===== config.mk =====
export PLATFORM = sky130hd
export DESIGN_NAME = exception_seq
export DESIGN_NICKNAME = d
export VERILOG_FILES = /design/src/rtl/exception_seq.sv
export SDC_FILE = /design/constraint.sdc
export NUM_CORES = 1
export LEC_CHECK = 0
export CAP_MARGIN = 20
export CORE_ASPECT_RATIO = 1.25
export CORE_MARGIN = 2
export CORE_UTILIZATION = 31
export CTS_CLUSTER_DIAMETER = 40
export CTS_CLUSTER_SIZE = 12
export DETAILED_ROUTE_END_ITERATION = 10
export GPL_TIMING_DRIVEN = 0
export PLACE_DENSITY = 0.87
export SETUP_SLACK_MARGIN = 0.5
export SLEW_MARGIN = 20
export SYNTH_ARGS = -nofsm -noshare
export SYNTH_HDL_FRONTEND = slang
export SYNTH_SLANG_ARGS = --single-unit

===== constraint.sdc =====
create_clock -name clk -period 2.29 [get_ports clk]
set_clock_uncertainty 0.05 [all_clocks]
set_input_delay 0.3435 -clock clk [delete_from_list [all_inputs] [get_ports clk]]
set_output_delay 0.3435 -clock clk [all_outputs]
set_load 0.02 [all_outputs]

===== src/rtl/exception_seq.sv =====
// Multicycle exception sequencer: writes EPC, fetches the handler vector byte
// from address 253/254/255 and loads it into PC, stalling main control meanwhile.
module exception_seq #(
  parameter int          MEM_LAT    = 1,
  parameter logic [31:0] EPC_OFFSET = 32'd4
) (
  input  logic        clk,
  input  logic        reset,
  input  logic        exc_opcode,
  input  logic        exc_ovf,
  input  logic        exc_div0,
  input  logic [2:0]  ctl_sel,
  input  logic [31:0] pc_in,
  input  logic [31:0] mem_rdata,
  output logic [2:0]  srcaddr_sel,
  output logic        epc_wr,
  output logic [31:0] epc_data,
  output logic        pc_wr,
  output logic [31:0] pc_data,
  output logic [1:0]  cause,
  output logic        busy,
  output logic        done
);

  localparam int CW = (MEM_LAT > 1) ? $clog2(MEM_LAT) : 1;

  typedef enum logic [2:0] {
    st_idle = 3'd0,
    st_addr = 3'd1,
    st_wait = 3'd2,
    st_load = 3'd3,
    st_done = 3'd4
  } state_t;

  state_t          state_r, state_s;
  logic [CW-1:0]   cnt_r, cnt_s;
  logic [7:0]      vec_r, vec_s;
  logic [1:0]      cause_r, cause_s;
  logic            mem_unused_s;

  // Opcode beats overflow beats divide-by-zero; the cause code doubles as the
  // low bits of the vector mux select.
  function automatic logic [1:0] prio_cause(input logic op, input logic ov, input logic dz);
    logic [1:0] c;
    if (op) begin
      c = 2'b01;
    end else if (ov) begin
      c = 2'b10;
    end else if (dz) begin
      c = 2'b11;
    end else begin
      c = 2'b00;
    end
    return c;
  endfunction

  assign mem_unused_s = ^mem_rdata[31:8];

  // Next-state, counter, vector/cause capture and output decode.
  always_comb begin
    state_s     = state_r;
    cnt_s       = cnt_r;
    vec_s       = vec_r;
    cause_s     = cause_r;
    srcaddr_sel = ctl_sel;
    epc_wr      = 1'b0;
    pc_wr       = 1'b0;
    done        = 1'b0;
    busy        = 1'b1;
    case (state_r)
      st_idle: begin
        busy = 1'b0;
        if (exc_opcode || exc_ovf || exc_div0) begin
          cause_s = prio_cause(exc_opcode, exc_ovf, exc_div0);
          state_s = st_addr;
        end else begin
          state_s = st_idle;
        end
      end
      st_addr: begin
        srcaddr_sel = {1'b0, cause_r};
        epc_wr      = 1'b1;
        cnt_s       = CW'(MEM_LAT - 1);
        state_s     = st_wait;
      end
      st_wait: begin
        srcaddr_sel = {1'b0, cause_r};
        if (cnt_r == '0) begin
          vec_s   = mem_rdata[7:0];
          state_s = st_load;
        end else begin
          cnt_s   = cnt_r - CW'(1);
          state_s = st_wait;
        end
      end
      st_load: begin
        srcaddr_sel = {1'b0, cause_r};
        pc_wr       = 1'b1;
        state_s     = st_done;
      end
      st_done: begin
        srcaddr_sel = 3'b000;
        done        = 1'b1;
        state_s     = st_idle;
      end
      default: begin
        srcaddr_sel = 3'b000;
        state_s     = st_idle;
      end
    endcase
  end

  assign epc_data = pc_in - EPC_OFFSET;
  assign pc_data  = {24'd0, vec_r};
  assign cause    = cause_r;

  // State and datapath registers with synchronous reset.
  always_ff @(posedge clk) begin
    if (reset) begin
      state_r <= st_idle;
      cnt_r   <= '0;
      vec_r   <= 8'd0;
      cause_r <= 2'b00;
    end else begin
      state_r <= state_s;
      cnt_r   <= cnt_s;
      vec_r   <= vec_s;
      cause_r <= cause_s;
    end
  end

endmodule


After elaboration in Yosys (flattened, before gate mapping):

Cells that the tools add are included.

* flip-flop bits (word level): 14
* bits of input ports: 72
* logic and storage cells: 31

* add/subtract/negate cells: 2
* equality and inequality tests: 4
* mux-type cells: 13
* bitwise gates (word level): 1
* reductions and logical operators: 7

Operator list (count)
* $sub A32 B3 Y32 const B: 1
* $pmux W3 S4: 1
* $mux W1: 7
* $eq A3 B2 Y1 const B: 2
* $mux W2: 3
* $pmux W3 S2: 1
* $reduce_and A2 Y1: 2
* $eq A3 B1 Y1 const B: 1
* $eq A3 B3 Y1 const B: 1
* $logic_not A3 Y1: 1
* $reduce_or A3 Y1: 1
* $logic_or A1 B1 Y1: 2
* $pmux W1 S2: 1
* $reduce_bool A2 Y1: 1
* $not A1 Y1: 1
* $sub A1 B1 Y1 const B: 1

Longest topological paths before layout:

* depth in word-level cells: 4
* mapped depth: 6

Least setup slack after synthesis:

No wires, ideal clock.

* kind: input-to-output
* start: input port pc_in[2]
* end: output port epc_data[18]
* arrival time: 1.740 ns
* slack: 0.156 ns
* stages on the path: 6
* path through: inv_1 > ha_1 > nor4b_4 > nand4_1 > nor3_1 > xor2_1

* longest elaborated chain between the ends: 1

Ends and longest elaborated chain
* from (decl): line 13 `input logic [31:0] pc_in,`
* $sub A32 B3 Y32: line 113 `assign epc_data = pc_in - EPC_OFFSET;`
* to (decl): line 17 `output logic [31:0] epc_data,`

Every way passes these cells.

Worst setup path in the final report:

* start: input port pc_in[2]
* end: output port epc_data[26]

The elaborated chain is that of the path after synthesis.

==> results.yml <==
run_status:
  run_status: "finished, final reports clean"
cts:
  numCtsBuffers: 3
  htree_levels: 1
  cts_tree: "done"
  cts.sink_count: 13
  worst_skew_pair_latency_ns: 0.25
  clk_root_buffer_cell: "sky130_fd_sc_hd__clkbuf_8"
  path_clk_slew_ns: 0.05
  clockBufferDepth: 2
sta:
  final-hold-violation-count: 0
  setup-violations-final: 0
  min_period_ns: 2.23
  final_critical_path_setup_slack_ns: 0.0583
  period_share_pct: 97.5
  achievable_frequency_mhz: 448
  drv_slew: 0
  setup_repair_after_global_routing_missed_its_margin: "yes"
finish:
  layout.cells.non_filler: 389
  n_fill_cell: 251
  multi_input_comb_area_um2: 1470
  drive_above_1_share_pct: 55.3
  final_common_cell: "sky130_fd_sc_hd__buf_4"
  ant_cells: 0
  area_taken_by_flip_flops_and_latches_um2: 260
  nNetsFinal: 407
  syn_to_final_growth_pct: 145
  mostFrequentLayoutCells: "sky130_fd_sc_hd__buf_4, sky130_fd_sc_hd__buf_6, sky130_fd_sc_hd__clkdlybuf4s50_1, sky130_fd_sc_hd__conb_1, sky130_fd_sc_hd__nand2_1"
logic_synthesis:
  postSynthRegisterBits: 13
  seq_area_frac_synth_pct: 19.1
  synth.avg_cell_area_um2: 7.66
  yosysWarnings: 0
  synth.cell_area_um2: 1360
  netlist-cell-type-count: 33
  postSynthCellCount: 178
die:
  floorplan.core_area_um2: 4160
  die_width_um: 63.3
  initial_core_util_pct: 32.8
  num_rows: 26
  design.portCount: 145
  die_h_um: 78.2
  design.die.area_um2: 4950
drt:
  dr.pass1.iters: 4
  drt_iter0_markers: 45
  post_drt_wl_per_cell_um: 15.2
  detail_route.wirelength_um: 5890
  ant_nets: 0
  viasPerCell: 4.57
  route.vias.total: 1776
  post-route-drc-count: 0
placed_design:
  worst_setup_timing_slack_at_the_placement_stage_ns: -0.949
  port_buffers: 94
  detailedPlacementHpwl_um: 3880
  gp_congestion: 0.751
  place_inst: 351
pwr:
  power.leakage_nw: 1.54
  worst_vdd_rail_ir_drop_mv: 0.384
  power-per-cell-area_nw_per_um2: 318
  switching_power_uw: 413
  finalPower_mw: 1.06
  switching_share_pct: 38.9
  power_frac_seq_pct: 24.2
  comb_power_share_pct: 56.1
  internal_power_uw: 647
  clock_power_share_pct: 19.7
global_route:
  globalRouteOverflowTotal: 0
  grt_first_pass_wirelength_um: 8830
  number_of_antenna_violations_at_the_first_check_in_global_routing: 0
  number_of_global_route_vias_before_repair: 1846
  grt_usage_pct: 22.6
  pin_count_of_the_biggest_net_entering_global_routing: 11
critical_path:
  rr_startpoint: "state_r[1]"
  reg2regPathDepth: 6
  worst-endpoint-required_ns: 1.90
  endpoint_kind: "output pin"
  worst_reg2reg_endpoint: "cause[1]"
  crit_type: "in2out"
  worst-path-max-fanout: 5
  crit_arrival_ns: 1.84
  worst-r2r-setup-slack_ns: 0.88
  setup.worst_path.start_class: "primary input"
worst_hold_path:
  worst_hold_path.num_cells: 2
  hold_start: "vec_r[2]"
  holdPathEnd: "vec_r[2]"
  hold_path.class: "reg2reg"
flow_run:
  max_cap_viol_count: 0
[per-stage QoR]
step           setup TNS, ns  utilization [%]  area (um^2)  hold slack, ns
2_1_floorplan              0                -         1770           0.365
3_3_place_gp          -18.85             66.7         2780           0.391
3_5_place_dp          -20.48             66.7         2780           0.402
4_1_cts                    0             74.9         3120           0.412
5_1_grt              -0.0883             80.1         3340           0.425
6_report                   0             80.1         3340           0.410
[critical path, stage by stage]
cell                         delay [ns]
sky130_fd_sc_hd__buf_8             0.11
sky130_fd_sc_hd__clkinvlp_4        0.08
sky130_fd_sc_hd__ha_4              0.13
sky130_fd_sc_hd__nor4b_4           0.21
sky130_fd_sc_hd__buf_4             0.17
sky130_fd_sc_hd__nand3_4           0.13
sky130_fd_sc_hd__buf_12            0.17
sky130_fd_sc_hd__nor3_4            0.19
sky130_fd_sc_hd__xor2_2            0.16
sky130_fd_sc_hd__buf_6             0.14
[cell type report]
cell class	instances	area share, %
Inverter	7	0.975
Clock buffer	4	1.35
Timing Repair Buffer	128	37.0
Buffer	31	6.68
Tap cell	56	2.10
Sequential cell	13	7.80
Multi-Input combinational cell	150	44.1
[power by group through the flow]
| stage | logic [mW] | clock network, mW | registers, mW |
|---|---|---|---|
| floorplan | 0.249 | 0 | 0.278 |
| global placement | 0.522 | 0 | 0.261 |
| detailed placement | 0.532 | 0 | 0.262 |
| CTS | 0.560 | 0.207 | 0.257 |
| global route | 0.632 | 0.216 | 0.259 |
| finish | 0.594 | 0.209 | 0.257 |
[layer usage]
metal | GRT usage, % | wire length, um | vias up
li1 | - | - | 840
met1 | 22.2 | 2030 | 818
met5 | 0 | 0 | -
met2 | 44.8 | 3180 | 103
met3 | 5.59 | 529 | 15
met4 | 7.83 | 162 | 0
[Yosys cell counts, drive strengths merged]
library cell  count  area (um^2)
a21oi            11         55.1
a221oi            1         8.76
a311oi            1         8.76
and2              3         18.8
and3b             1         8.76
buf              26          195
clkbuf            5         18.8
conb              1         3.75
dfxtp            13          260
ha                1         12.5
inv               7         26.3
nand2            25         93.8
nand2b            1         6.26
nand3             2         27.5
nand4             3         25.0
nor2             10         37.5
nor2b             1         6.26
nor3             18          100
nor3b             2         20.0
nor4             10          118
nor4b             1         23.8
o21ai             3         15.0
or2               1         6.26
or2b              1         7.51
or3               1         6.26
xnor2             7         61.3
xor2             22          193
[sequential cells by signal, summed over array words and instances, names as in the netlist]
name	flops
vec_r	8
state_r	3
cause	2
[cell families (layout without fill, tap and decap cells)]
| family | Yosys count | in the layout | synth area share [%] |
|---|---|---|---|
| AO/OA/AOI/OAI | 16 | 16 | 6.42 |
| XOR/XNOR | 29 | 29 | 18.6 |
| adder cells (fa/ha/maj) | 1 | 1 | 0.917 |
| buffers and inverters | 38 | 170 | 17.6 |
| flip-flops | 13 | 13 | 19.1 |
| other | 1 | 24 | 0.275 |
| AND/OR/NAND/NOR | 80 | 80 | 37.1 |
[timing repair]
action	in CTS	in global routing
setup endpoints to repair	37	33
pin swaps	39	24
hold buffers	0	0
cloned	0	0
buffers inserted	25	9
endpoints found under the hold margin	0	0
resized for setup	319	49
[worst max path at each step]
| stage | slack [ns] | depth (start not counted) | start | to |
|---|---|---|---|---|
| after floorplan | 0.32 | 6 | pc_in[2] | epc_data[12] |
| after detailed placement | -0.95 | 6 | pc_in[10] | epc_data[24] |
| final | 0.06 | 10 | pc_in[2] | epc_data[26] |
| after CTS | 0.09 | 10 | pc_in[2] | epc_data[20] |
| after global routing | -0.04 | 10 | pc_in[2] | epc_data[26] |
| after global placement | -0.89 | 6 | pc_in[10] | epc_data[21] |
Power figures use the tool's default switching activity.
